File: config.mk
export PLATFORM = sky130hd
export DESIGN_NAME = pulse_delay_meter
export DESIGN_NICKNAME = d
export VERILOG_FILES = /design/src/rtl/pulse_delay_meter.sv
export SDC_FILE = /design/constraint.sdc
export NUM_CORES = 1
export LEC_CHECK = 0
export ABC_CLOCK_PERIOD_IN_PS = 6800
export BUFFER_PORTS_ARGS = -buffer_cell sky130_fd_sc_hd__buf_2
export CAP_MARGIN = 20
export CORE_UTILIZATION = 40
export DETAILED_ROUTE_END_ITERATION = 10
export PLACE_DENSITY = 0.69
export SLEW_MARGIN = 20
export SYNTH_ARGS = -nofsm -noshare
export SYNTH_HDL_FRONTEND = slang
export SYNTH_SLANG_ARGS = --single-unit
File: constraint.sdc
create_clock -name clk -period 6.8 [get_ports clk]
set_clock_uncertainty 0.15 [all_clocks]
set_input_delay 0 -clock clk [delete_from_list [all_inputs] [get_ports clk]]
set_output_delay 0 -clock clk [all_outputs]
set_load 0.02 [all_outputs]
File: src/rtl/pulse_delay_meter.sv
// pulse_delay_meter: measures trigger-to-response delay and response high time.
// Define PULSE_METER_SYNC_EN to pass start_in/sig_in through 2-flop synchronizers.
module pulse_delay_meter #(
  parameter int COUNT_WIDTH = 8,
  parameter int TIMEOUT     = 200
) (
  input  logic                   clk,
  input  logic                   reset,
  input  logic                   start_in,
  input  logic                   sig_in,
  output logic                   busy,
  output logic                   done,
  output logic                   timeout_flag,
  output logic [COUNT_WIDTH-1:0] delay_out,
  output logic [COUNT_WIDTH-1:0] width_out
);

  typedef enum logic [1:0] {
    IDLE,
    WAIT_SIG,
    MEAS_WIDTH,
    REPORT
  } state_t;

  localparam logic [COUNT_WIDTH-1:0] CNT_ONE     = COUNT_WIDTH'(1);
  localparam logic [COUNT_WIDTH-1:0] CNT_MAX     = {COUNT_WIDTH{1'b1}};
  localparam logic [COUNT_WIDTH-1:0] CNT_TIMEOUT = COUNT_WIDTH'(TIMEOUT);

  // bit 0 = start_in, bit 1 = sig_in
  logic [1:0] raw_in;
  logic [1:0] clean_in;
  logic [1:0] prev_reg;
  logic [1:0] rise;

  assign raw_in = {sig_in, start_in};

`ifdef PULSE_METER_SYNC_EN
  genvar gi;
  generate
    for (gi = 0; gi < 2; gi++) begin : g_sync
      logic meta_reg;
      logic sync_reg;
      always_ff @(posedge clk or negedge reset) begin
        if (!reset) begin
          meta_reg <= 1'b0;
          sync_reg <= 1'b0;
        end else begin
          meta_reg <= raw_in[gi];
          sync_reg <= meta_reg;
        end
      end
      assign clean_in[gi] = sync_reg;
    end
  endgenerate
`else
  assign clean_in = raw_in;
`endif

  always_ff @(posedge clk or negedge reset) begin
    if (!reset) begin
      prev_reg <= 2'b00;
    end else begin
      prev_reg <= clean_in;
    end
  end

  assign rise = clean_in & ~prev_reg;

  state_t                 state_reg, state_next;
  logic [COUNT_WIDTH-1:0] delay_cnt_reg, delay_cnt_next;
  logic [COUNT_WIDTH-1:0] width_cnt_reg, width_cnt_next;
  logic [COUNT_WIDTH-1:0] delay_out_reg, delay_out_next;
  logic [COUNT_WIDTH-1:0] width_out_reg, width_out_next;
  logic                   timeout_reg, timeout_next;
  logic                   done_reg, done_next;
  logic                   busy_reg, busy_next;
  logic [COUNT_WIDTH-1:0] delay_step;

  always_ff @(posedge clk or negedge reset) begin
    if (!reset) begin
      state_reg     <= IDLE;
      delay_cnt_reg <= '0;
      width_cnt_reg <= '0;
      delay_out_reg <= '0;
      width_out_reg <= '0;
      timeout_reg   <= 1'b0;
      done_reg      <= 1'b0;
      busy_reg      <= 1'b0;
    end else begin
      state_reg     <= state_next;
      delay_cnt_reg <= delay_cnt_next;
      width_cnt_reg <= width_cnt_next;
      delay_out_reg <= delay_out_next;
      width_out_reg <= width_out_next;
      timeout_reg   <= timeout_next;
      done_reg      <= done_next;
      busy_reg      <= busy_next;
    end
  end

  always_comb begin
    state_next     = state_reg;
    delay_cnt_next = delay_cnt_reg;
    width_cnt_next = width_cnt_reg;
    delay_out_next = delay_out_reg;
    width_out_next = width_out_reg;
    timeout_next   = timeout_reg;
    done_next      = 1'b0;
    delay_step     = delay_cnt_reg + CNT_ONE;

    case (state_reg)
      IDLE: begin
        if (rise[0]) begin
          state_next     = WAIT_SIG;
          delay_cnt_next = '0;
        end
      end
      WAIT_SIG: begin
        delay_cnt_next = delay_step;
        // A response landing exactly on the timeout edge still counts as a response.
        if (rise[1]) begin
          state_next     = MEAS_WIDTH;
          width_cnt_next = CNT_ONE;
        end else if (delay_step == CNT_TIMEOUT) begin
          state_next     = REPORT;
          delay_out_next = CNT_TIMEOUT;
          width_out_next = '0;
          timeout_next   = 1'b1;
          done_next      = 1'b1;
        end
      end
      MEAS_WIDTH: begin
        if (clean_in[1]) begin
          if (width_cnt_reg != CNT_MAX) begin
            width_cnt_next = width_cnt_reg + CNT_ONE;
          end
        end else begin
          state_next     = REPORT;
          delay_out_next = delay_cnt_reg;
          width_out_next = width_cnt_reg;
          timeout_next   = 1'b0;
          done_next      = 1'b1;
        end
      end
      REPORT: begin
        state_next = IDLE;
      end
      default: begin
        state_next = IDLE;
      end
    endcase

    busy_next = (state_next == WAIT_SIG) || (state_next == MEAS_WIDTH);
  end

  assign busy         = busy_reg;
  assign done         = done_reg;
  assign timeout_flag = timeout_reg;
  assign delay_out    = delay_out_reg;
  assign width_out    = width_out_reg;

endmodule

# --- After elaboration in Yosys (flattened, before gate mapping) ---
# Index checks and enable logic that the tools add are counted.
word_totals:
  regBits: 39
  in_bits: 4
  out_inout_bits: 19
classes:
  n_addsub: 2
  eq_ne: 14
  muxes: 27
  n_bitwise: 2
  reduce_logical: 7
ops:
  columns: ["cell", "count"]
  rows:
  - ["$mux 8", 10]
  - ["$pmux 8 s2", 4]
  - ["$add 8x1->8 const B", 2]
  - ["$ne 2x2->1 const B", 7]
  - ["$eq 8x8->1 const B", 1]
  - ["$mux 2", 4]
  - ["$ne 8x8->1 const B", 1]
  - ["$pmux 2 s4", 1]
  - ["$reduce_and 4->1", 2]
  - ["$eq 2x2->1 const B", 3]
  - ["$mux 1", 6]
  - ["$eq 2x1->1 const B", 2]
  - ["$pmux 1 s2", 2]
  - ["$reduce_bool 2->1", 2]
  - ["$and 2x2->2", 1]
  - ["$logic_not 2->1", 1]
  - ["$not 2->2", 1]
  - ["$reduce_and 2->1", 1]
  - ["$logic_or 1x1->1", 1]

# --- Longest topological paths before layout ---
# Gate-level depths: netlist (run 1).
depth:
  ltp_word: 7
  depth_mapped: 9
  mapped_depth_nobuf: 7

# --- Least setup slack after synthesis (run 1) ---
# Ideal clock, no wire load.
synth_timing:
  path_kind: "register -> register"
  from: "register state_reg[0]"
  to: "register width_cnt_reg[0]"
  arrival_time_ps: 1938
  required_ps: 6525
  path_slack_ps: 4587
  stages_incl_launch_ff: 7
  path_buffers: 1
  cell_sequence: "dfrtp_1 -> inv_1 -> ha_1 -> buf_2 -> inv_1 -> o311ai_1 -> mux2_2"
synth_via:
  elab_chain_len: 3
synth_lines:
  columns: ["item", "line", "rtl"]
  rows:
  - ["from (decl)", "69", "state_t state_reg, state_next;"]
  - ["from (signal assigned)", "90", "state_reg <= state_next;"]
  - ["$eq 2x2->1 or $eq 2x1->1 (tied branches)", "111", "case (state_reg)"]
  - ["$ne 2x2->1 (no line) or $reduce_bool 2->1 (tied branches)", null, null]
  - ["$reduce_and 4->1 (no line)", null, null]
  - ["to (signal assigned)", "92", "width_cnt_reg <= width_cnt_next;"]
  - ["to (decl)", "71", "logic [COUNT_WIDTH-1:0] width_cnt_reg, width_cnt_next;"]
# Parallel ways exist; a longest one is shown, timed or not.
# A chain may end at the register's enable or synchronous reset.

# --- Final worst setup path (run 1) ---
# Ends and elaborated chain as after synthesis.

==> results of run 1 <==
==> per-layer routing <==
| metal | track usage | vias up |
|---|---|---|
| met5 | 0 | - |
| li1 | - | 737 |
| met4 | 0.0654 | 0 |
| met2 | 0.209 | 35 |
| met1 | 0.240 | 684 |
| met3 | 0.0506 | 6 |
==> layout by cell type (no fill, tap or decap), types with 5 or more instances in the layout <==
cell type / synthesis / final
dfrtp_1: 39 / 39
buf_2: 2 / 22
nand2_1: 17 / 17
a22o_1: 16 / 16
nor2_1: 14 / 14
inv_1: 11 / 11
a21oi_1: 9 / 9
o21ai_0: 9 / 9
nand3_1: 8 / 8
nor3_1: 7 / 7
ha_1: 6 / 6
nand2b_1: 5 / 5
clkbuf_8: 0 / 5
==> power by group <==
group / internal [mW] / total, mW / switching (mW)
clock network: 0.109 / 0.192 / 0.0828
logic: 0.124 / 0.318 / 0.194
registers: 0.293 / 0.350 / 0.0569
total: 0.526 / 0.860 / 0.334
==> cells by family after synthesis <==
group	after synthesis
xor gates and xnor gates	4
AOI/OAI and AO/OA	54
and+or+nand+nor	65
muxes	5
adders and majority gates	6
buffers and inverters	20
DFF	39
==> worst paths after layout <==
kind | to | slack (ps) | cells past startpoint
min reg2reg | width_out[0] | 350 | 1
max reg2reg | width_cnt_reg[0] | 4220 | 5
max in group asynchronous | delay_out[1] | 5790 | 2
min in group clk | prev_reg[0] | 210 | 2
max | width_cnt_reg[0] | 4220 | 5
min | width_out[2] | 190 | 2
==> cell type report <==
cell class | instances | area share
Sequential cell | 39 | 0.442
Multi-Input combinational cell | 134 | 0.394
Timing Repair Buffer | 25 | 0.0635
Clock buffer | 5 | 0.0312
Tap cell | 54 | 0.0306
Clock inverter | 3 | 0.0198
Inverter | 11 | 0.0187
==> per-stage QoR <==
stage | cells | setup WS (ps) | power, mW | utilization | cell area, um^2
floorplan | 193 | 4590 | 0.586 | - | 1950
global placement | 260 | 4320 | 0.667 | 0.440 | 2060
detailed placement | 260 | 4260 | 0.672 | 0.440 | 2060
CTS | 271 | 4240 | 0.867 | 0.470 | 2210
global route | 271 | 4000 | 0.929 | 0.470 | 2210
finish | 271 | 4220 | 0.860 | 0.470 | 2210
==> timing repair <==
| action | 4_1_cts | 5_1_grt |
|---|---|---|
| gates resized for setup | 0 | 0 |
| hold buffers | 3 | 0 |
| endpoints found under the hold margin | 42 | 0 |
==> impl_metrics.tcl, run 1 <==
set metrics [dict create \
    end_kind "flip-flop" \
    cts_made_buffers 5 \
    place.gp.congestion 0.831 \
    vias_per_cell 5.39 \
    drc 2 \
    powerDensity_nw_per_um2 390 \
    rsz0062_at_grt "no" \
    cp-startpoint "state_reg[0]" \
    slowest_delay_ps 840 \
    synth_most_common_cell "dfrtp_1" \
    arrival_ps 2610 \
    worstMarginPinSlew_ps 947 \
    cpMostUsedCell "inv_1" \
    synth-xor-area-share 0.0180 \
    worst_path_max_delay_cell "o311ai_1" \
    start_util 0.415 \
    cap_viol_max_count 0 \
    status "finished with violations" \
    seq_area_frac_synth 0.502 \
    violations "design-rule violations" \
    finalSetupViolations 0 \
    coreArea_um2 4690 \
    post_cts_buffers 0 \
    tritoncts "yes" \
    p_leak_nw 1.01 \
    synth_warnings 0 \
    grt_usage 0.159 \
    yosys.area_share.simple 0.161 \
    clk_latency_ps 290 \
    vias 1462 \
    period_share 0.379 \
    synth_common_cells "39 x dfrtp_1, 17 x nand2_1, 16 x a22o_1" \
    yosysUniqueCellTypes 43 \
    clkTransAtPathRegs_ps 80 \
    crit_type "reg2reg" \
    synthTopCellsByArea "dfrtp_1 50%, a22o_1 7.2%, ha_1 3.9%" \
    wirelength_um 3540 \
    synth_fa_ha_area_frac 0.0386 \
    irDropWorstVdd_mv 0.195 \
    fill_cells 435 \
    drtIter0Drc 78 \
    drv_slew 0 \
    diodes 0 \
    layout_min_cycle_time_ps 2580 \
    drt_first_pass_iters 7 \
    hold_ws_ps 188 \
    synthCells 193 \
    synth-edff-count 0 \
    grt_pass1_vias 1303 \
    cts_sinks 39 \
    rows 25 \
    nNetsFinal 226 \
    cts-root-buf "clkbuf_8" \
    routedWlPerCell_um 13.1 \
    crit_path_cell_trace "inv_1, ha_1, inv_1, o311ai_1, mux2_2" \
    area_growth_pct 13.4 \
    io_pins 23 \
    muxShareOfSynthArea 0.0270 \
    syn_avg_cell_area_um2 10.1 \
    timing.rr.start "state_reg[0]" \
    hpwl_um 2480 \
    min_path_type "in2async" \
    final.setup.tns_ps 0 \
    synth_top_family_by_area "compound AO/OA/AOI/OAI gates" \
    antenna_left 0 \
    grt_pass1_wl_um 6230 \
    crit_required_ps 6830 \
    io_buffer_count 22 \
    m1WireLength_um 1910 \
    antenna_found_initial 0 \
    crit_family "compound AO/OA/AOI/OAI gates" \
    highest_layer "met4" \
    hold_viol 0 \
    layout.area.seq_um2 976 \
    ys.flop_type "dfrtp_1" \
    die_h_um 71.7 \
    postSynth.asyncResetShare 1.00 \
    fmax_ghz 0.388 \
    synth_top_area_share 0.502 \
    cts_buffer_depth 2 \
    synth_nets 203 \
    synth-compound-area-share 0.203 \
    dr_wl_met3_um 140 \
    die_w_um 71.7 \
    htree_levels 2 \
    synth_top_area_cell "dfrtp_1" \
    netlist_area_um2 1950 \
    wl_met2_um 1430 \
    crit_buf_inv 2 \
    critPathLaunchType "flip-flop" \
    relSlewSlack 0.359 \
    ys_seq_elements 39 \
    die_area_um2 5150 \
    path_max_fanout 9 \
    layout-drive-gt1-share 0.166 \
    grt_max_degree 40 \
    multi_input_area_um2 870 \
    grt.overflow.total 0 \
]
(Power assumes the default switching activity.)
==> inputs of run 2 (changes only) <==
--- a/config.mk
+++ b/config.mk
@@ -5,12 +5,12 @@
 export SDC_FILE = /design/constraint.sdc
 export NUM_CORES = 1
 export LEC_CHECK = 0
-export ABC_CLOCK_PERIOD_IN_PS = 6800
+export ABC_CLOCK_PERIOD_IN_PS = 2200
 export BUFFER_PORTS_ARGS = -buffer_cell sky130_fd_sc_hd__buf_2
 export CAP_MARGIN = 20
 export CORE_UTILIZATION = 40
 export DETAILED_ROUTE_END_ITERATION = 10
-export PLACE_DENSITY = 0.69
+export PLACE_DENSITY = 0.72
 export SLEW_MARGIN = 20
 export SYNTH_ARGS = -nofsm -noshare
 export SYNTH_HDL_FRONTEND = slang
==> constraint.sdc (replaced) <==
create_clock -name clk -period 2.2 [get_ports clk]
set_clock_uncertainty 0.15 [all_clocks]
set_input_delay 0 -clock clk [delete_from_list [all_inputs] [get_ports clk]]
set_output_delay 0 -clock clk [all_outputs]
set_load 0.02 [all_outputs]
==> impl_metrics.tcl, run 2 (same netlist as run 1, synthesis figures left out) <==
set metrics [dict create \
    vias_per_cell 5.40 \
    cts-root-buf "clkbuf_8" \
    crit_type "reg2reg" \
    grt_pass1_vias 1455 \
    crit_required_ps 2230 \
    cap_viol_max_count 0 \
    rsz0062_at_grt "no" \
    finalSetupViolations 0 \
    wirelength_um 3740 \
    drt_first_pass_iters 4 \
    worstMarginPinSlew_ps 841 \
    p_sw_frac 0.367 \
    finalInstanceArea_um2 2320 \
    post_cts_buffers 0 \
    final_common_cell "dfrtp_1" \
    path_max_fanout 16 \
    grt_usage 0.166 \
    coreArea_um2 4690 \
    io_pins 23 \
    antenna_left 0 \
    p_leak_nw 1.07 \
    cts_sinks 39 \
    relSlewSlack 0.439 \
    vias 1507 \
    crit_path_cell_trace "inv_1, ha_4, nand2b_1, or3_1, a2bb2oi_1, o21a_4, a22o_1" \
    hpwl_um 2650 \
    slowest_delay_ps 410 \
    grt.overflow.total 0 \
    period_share 0.927 \
    place_area_um2 2130 \
    power_frac_seq 0.376 \
    grt_max_degree 40 \
    grt_util_met3 0.0450 \
    drv_slew 0 \
    pwr-share-clk 0.240 \
    worst_path_max_delay_cell "dfrtp_1" \
    p_int_mw 1.82 \
    start_util 0.415 \
    hold_ws_ps 200 \
    min_path_type "in2async" \
    drc 0 \
    crit_family "compound AO/OA/AOI/OAI gates" \
    diodes 0 \
    die_w_um 71.7 \
    use_met1 0.220 \
    antenna_found_initial 0 \
    hold_viol 0 \
    routedWlPerCell_um 13.4 \
    io_buffer_count 22 \
    clk_latency_ps 290 \
    layout_min_cycle_time_ps 2040 \
    clkTransAtPathRegs_ps 70 \
    grt_pass1_wl_um 6650 \
    rows 25 \
    cts_made_buffers 5 \
    end_kind "flip-flop" \
    layout_common_cells "38 x dfrtp_1, 22 x buf_2, 17 x nand2_1, 16 x a22o_1, 14 x nor2_1" \
    area_growth_pct 19.2 \
    die_h_um 71.7 \
    use_met2 0.259 \
    layout-drive-gt1-share 0.204 \
    cts_buffer_depth 2 \
    crit_buf_inv 1 \
    pwr-share-comb 0.385 \
    busiest_layer "met2" \
    status "finished clean" \
    tritoncts "yes" \
    place.gp.congestion 0.858 \
    arrival_ps 2070 \
    irDropWorstVdd_mv 0.547 \
    htree_levels 2 \
    nNetsFinal 234 \
    drtIter0Drc 81 \
    critPathLaunchType "flip-flop" \
    p_switching_mw 1.06 \
    fmax_ghz 0.490 \
    power.total_mw 2.88 \
    powerDensity_nw_per_um2 1240 \
    die_area_um2 5150 \
    final.setup.tns_ps 0 \
]
[run 2: cell types whose count changed in the layout (fill, tap and decap cells not counted), sizes merged]
cell / delta
clkinv: -2
buf: +8
bufinv: +1
clkbuf: +1
[run 2: final cells by class]
cell class	count	area (um^2)
clock buffer	6	72.6
clock inverter	2	60.1
fill	431	2370
inverter	11	41.3
multi-input combinational	134	900
sequential	39	977
tap	54	67.6
timing repair buffer	33	200
[run 2: final timing paths]
check                             start               end  slack [ps]  cells past startpoint
max in group asynchronous         reset      state_reg[0]        1120                      2
min in group clk               start_in       prev_reg[0]         220                      2
min reg2reg                width_out[5]      width_out[5]         350                      1
min                               reset  width_cnt_reg[1]         200                      2
max reg2reg                state_reg[1]      delay_out[1]         160                      7
max                        state_reg[1]      delay_out[1]         160                      7
[run 2: through the flow]
stage	cells	setup slack [ps]	utilization
detailed placement	268	73.2	0.454
CTS	279	63.8	0.489
global placement	268	98.5	0.454
global route	279	17.0	0.494
finish	279	160	0.494
floorplan	193	6.71	-
[run 2: power by group through the flow]
stage / Clock, mW / Combinational [mW] / Sequential, mW
finish: 0.690 / 1.11 / 1.08
global route: 0.731 / 1.24 / 1.11
CTS: 0.712 / 1.09 / 1.07
detailed placement: 0 / 1.07 / 1.09
global placement: 0 / 1.06 / 1.08
floorplan: 0 / 0.634 / 1.18
[run 2: worst register-to-register path, stage by stage, from the launching register on]
cell,delay (ps)
dfrtp_1,410
inv_1,180
ha_4,190
nand2b_1,90
or3_1,320
a2bb2oi_1,160
o21a_4,190
a22o_1,250
[run 2: metal layers]
metal / up-vias / routed length, um
met5: - / 0
met4: 0 / 62
met3: 6 / 164
li1: 755 / -
met2: 32 / 1640
met1: 714 / 1870
[run 2: what timing repair did]
action | 4_1_cts | 5_1_grt
resized for setup | 0 | 5
setup endpoints to repair | 0 | 21
hold endpoints to repair | 42 | 0
hold buffers | 3 | 0
==> inputs of run 3 (changes only) <==
--- a/config.mk
+++ b/config.mk
@@ -6,11 +6,11 @@
 export NUM_CORES = 1
 export LEC_CHECK = 0
 export ABC_CLOCK_PERIOD_IN_PS = 2200
-export BUFFER_PORTS_ARGS = -buffer_cell sky130_fd_sc_hd__buf_2
 export CAP_MARGIN = 20
 export CORE_UTILIZATION = 40
 export DETAILED_ROUTE_END_ITERATION = 10
-export PLACE_DENSITY = 0.72
+export DONT_BUFFER_PORTS = 1
+export PLACE_DENSITY = 0.67
 export SLEW_MARGIN = 20
 export SYNTH_ARGS = -nofsm -noshare
 export SYNTH_HDL_FRONTEND = slang
==> constraint.sdc (replaced) <==
create_clock -name clk -period 2.2 [get_ports clk]
set_clock_uncertainty 0.15 [all_clocks]
set_input_delay 0 -clock clk [delete_from_list [all_inputs] [get_ports clk]]
set_output_delay 0 -clock clk [all_outputs]
set_load 0.005 [all_outputs]
==> impl_metrics.tcl, run 3 (same netlist as run 1, synthesis figures left out) <==
set metrics [dict create \
    antenna_found_initial 0 \
    grt_usage 0.163 \
    finalSetupViolations 0 \
    path_max_fanout 14 \
    cts_sinks 39 \
    grt_pass1_vias 1323 \
    slowest_delay_ps 480 \
    final_common_cell "dfrtp_1" \
    cts_buffer_depth 2 \
    rsz0062_at_grt "no" \
    crit_path_cell_trace "a21boi_1, a32oi_1, or3_1, buf_4, a21oi_2, buf_4, a22o_1" \
    clkTransAtPathRegs_ps 80 \
    min_path_type "in2async" \
    rows 25 \
    drv_slew 0 \
    htree_levels 2 \
    p_leak_nw 0.957 \
    fin_cells 257 \
    dp.cells 245 \
    cts_made_buffers 5 \
    grt_max_degree 40 \
    drc 0 \
    crit_type "reg2reg" \
    final.setup.tns_ps 0 \
    multi_input_area_um2 890 \
    layout_common_cells "39 x dfrtp_1, 17 x nand2_1, 16 x a22o_1, 14 x nor2_1, 11 x inv_1" \
    drtIter0Drc 93 \
    post_cts_buffers 0 \
    hpwl_um 2560 \
    antenna_left 0 \
    tritoncts "yes" \
    die_area_um2 5150 \
    period_share 0.949 \
    area_growth_pct 12.5 \
    wirelength_um 3810 \
    diodes 0 \
    cts-root-buf "clkbuf_8" \
    cap_viol_max_count 0 \
    grt.overflow.total 0 \
    worst_path_max_delay_cell "dfrtp_1" \
    vias 1433 \
    start_util 0.415 \
    postLayoutCoreUtil 0.467 \
    powerDensity_nw_per_um2 1160 \
    status "finished clean" \
    worstMarginPinSlew_ps 403 \
    grt_pass1_wl_um 6380 \
    critPathLaunchType "flip-flop" \
    cpMostUsedCell "buf_4" \
    hold_viol 0 \
    hold_ws_ps 35.0 \
    vias_per_cell 5.58 \
    io_pins 23 \
    layout_min_cycle_time_ps 2090 \
    irDropWorstVdd_mv 0.638 \
    coreArea_um2 4690 \
    io_buffer_count 0 \
    clk_latency_ps 290 \
    layout-drive-gt1-share 0.118 \
    place.gp.congestion 0.840 \
    end_kind "flip-flop" \
    drt_first_pass_iters 4 \
    layout.area.seq_um2 976 \
    nNetsFinal 212 \
    crit_required_ps 2280 \
    fmax_ghz 0.479 \
    die_h_um 71.7 \
    relSlewSlack 0.730 \
    die_w_um 71.7 \
    routedWlPerCell_um 14.8 \
    fill_cells 437 \
    arrival_ps 2170 \
]
run 3: cell count changes in the layout (fill, tap and decap cells not counted), sizes merged:
| cell | previous run | this run |
|---|---|---|
| clkinv | 0 | 2 |
| bufinv | 2 | 1 |
| buf | 30 | 8 |
| clkbuf | 6 | 5 |
run 3: what timing repair did:
item                                    CTS  global route
resized for setup                         0             3
endpoints found under the setup margin    0             7
hold endpoints to repair                 48             0
hold buffers                              4             0
run 3: worst paths after layout:
| path | to | start | cells after the start | slack, ps |
|---|---|---|---|---|
| hold reg to reg | delay_out[2] | delay_out[2] | 1 | 390 |
| max in group asynchronous | width_out[7] | reset | 2 | 1670 |
| setup / recovery | width_out[0] | delay_cnt_reg[3] | 7 | 110 |
| hold / removal | delay_cnt_reg[1] | reset | 2 | 30 |
| min in group clk | state_reg[1] | sig_in | 3 | 90 |
| setup reg to reg | width_out[0] | delay_cnt_reg[3] | 7 | 110 |
run 3: routing by layer:
layer / wire [um] / global-route usage / up-vias
met5: 0 / 0 / -
li1: - / - / 710
met4: 64 / 0.0741 / 0
met3: 131 / 0.0534 / 8
met1: 1950 / 0.223 / 689
met2: 1670 / 0.235 / 26
run 3: final cells by class:
type	instances	area share
Timing Repair Buffer	11	0.0469
Clock inverter	3	0.0200
Inverter	11	0.0189
Multi-Input combinational cell	134	0.406
Tap cell	54	0.0309
Sequential cell	39	0.446
Clock buffer	5	0.0314
run 3: per-stage QoR:
stage,setup slack (ps),power [mW],instance area [um^2]
2_1_floorplan,6.71,1.69,1950
3_3_place_gp,140,1.90,2010
3_5_place_dp,126,1.91,2010
4_1_cts,96.1,2.54,2180
5_1_grt,8.58,2.73,2190
6_report,112,2.54,2190
run 3: critical path, delay by kind of cell (launching register included):
kind / cells / cell delay [ps]
AND/OR/NAND/NOR: 1 / 430
flip-flops: 1 / 480
buffers and inverters: 2 / 390
AO/OA/AOI/OAI: 4 / 560
run 3: report_power, final:
part,switching [mW],internal [mW]
Clock,0.258,0.338
Sequential,0.190,0.907
Combinational,0.470,0.377
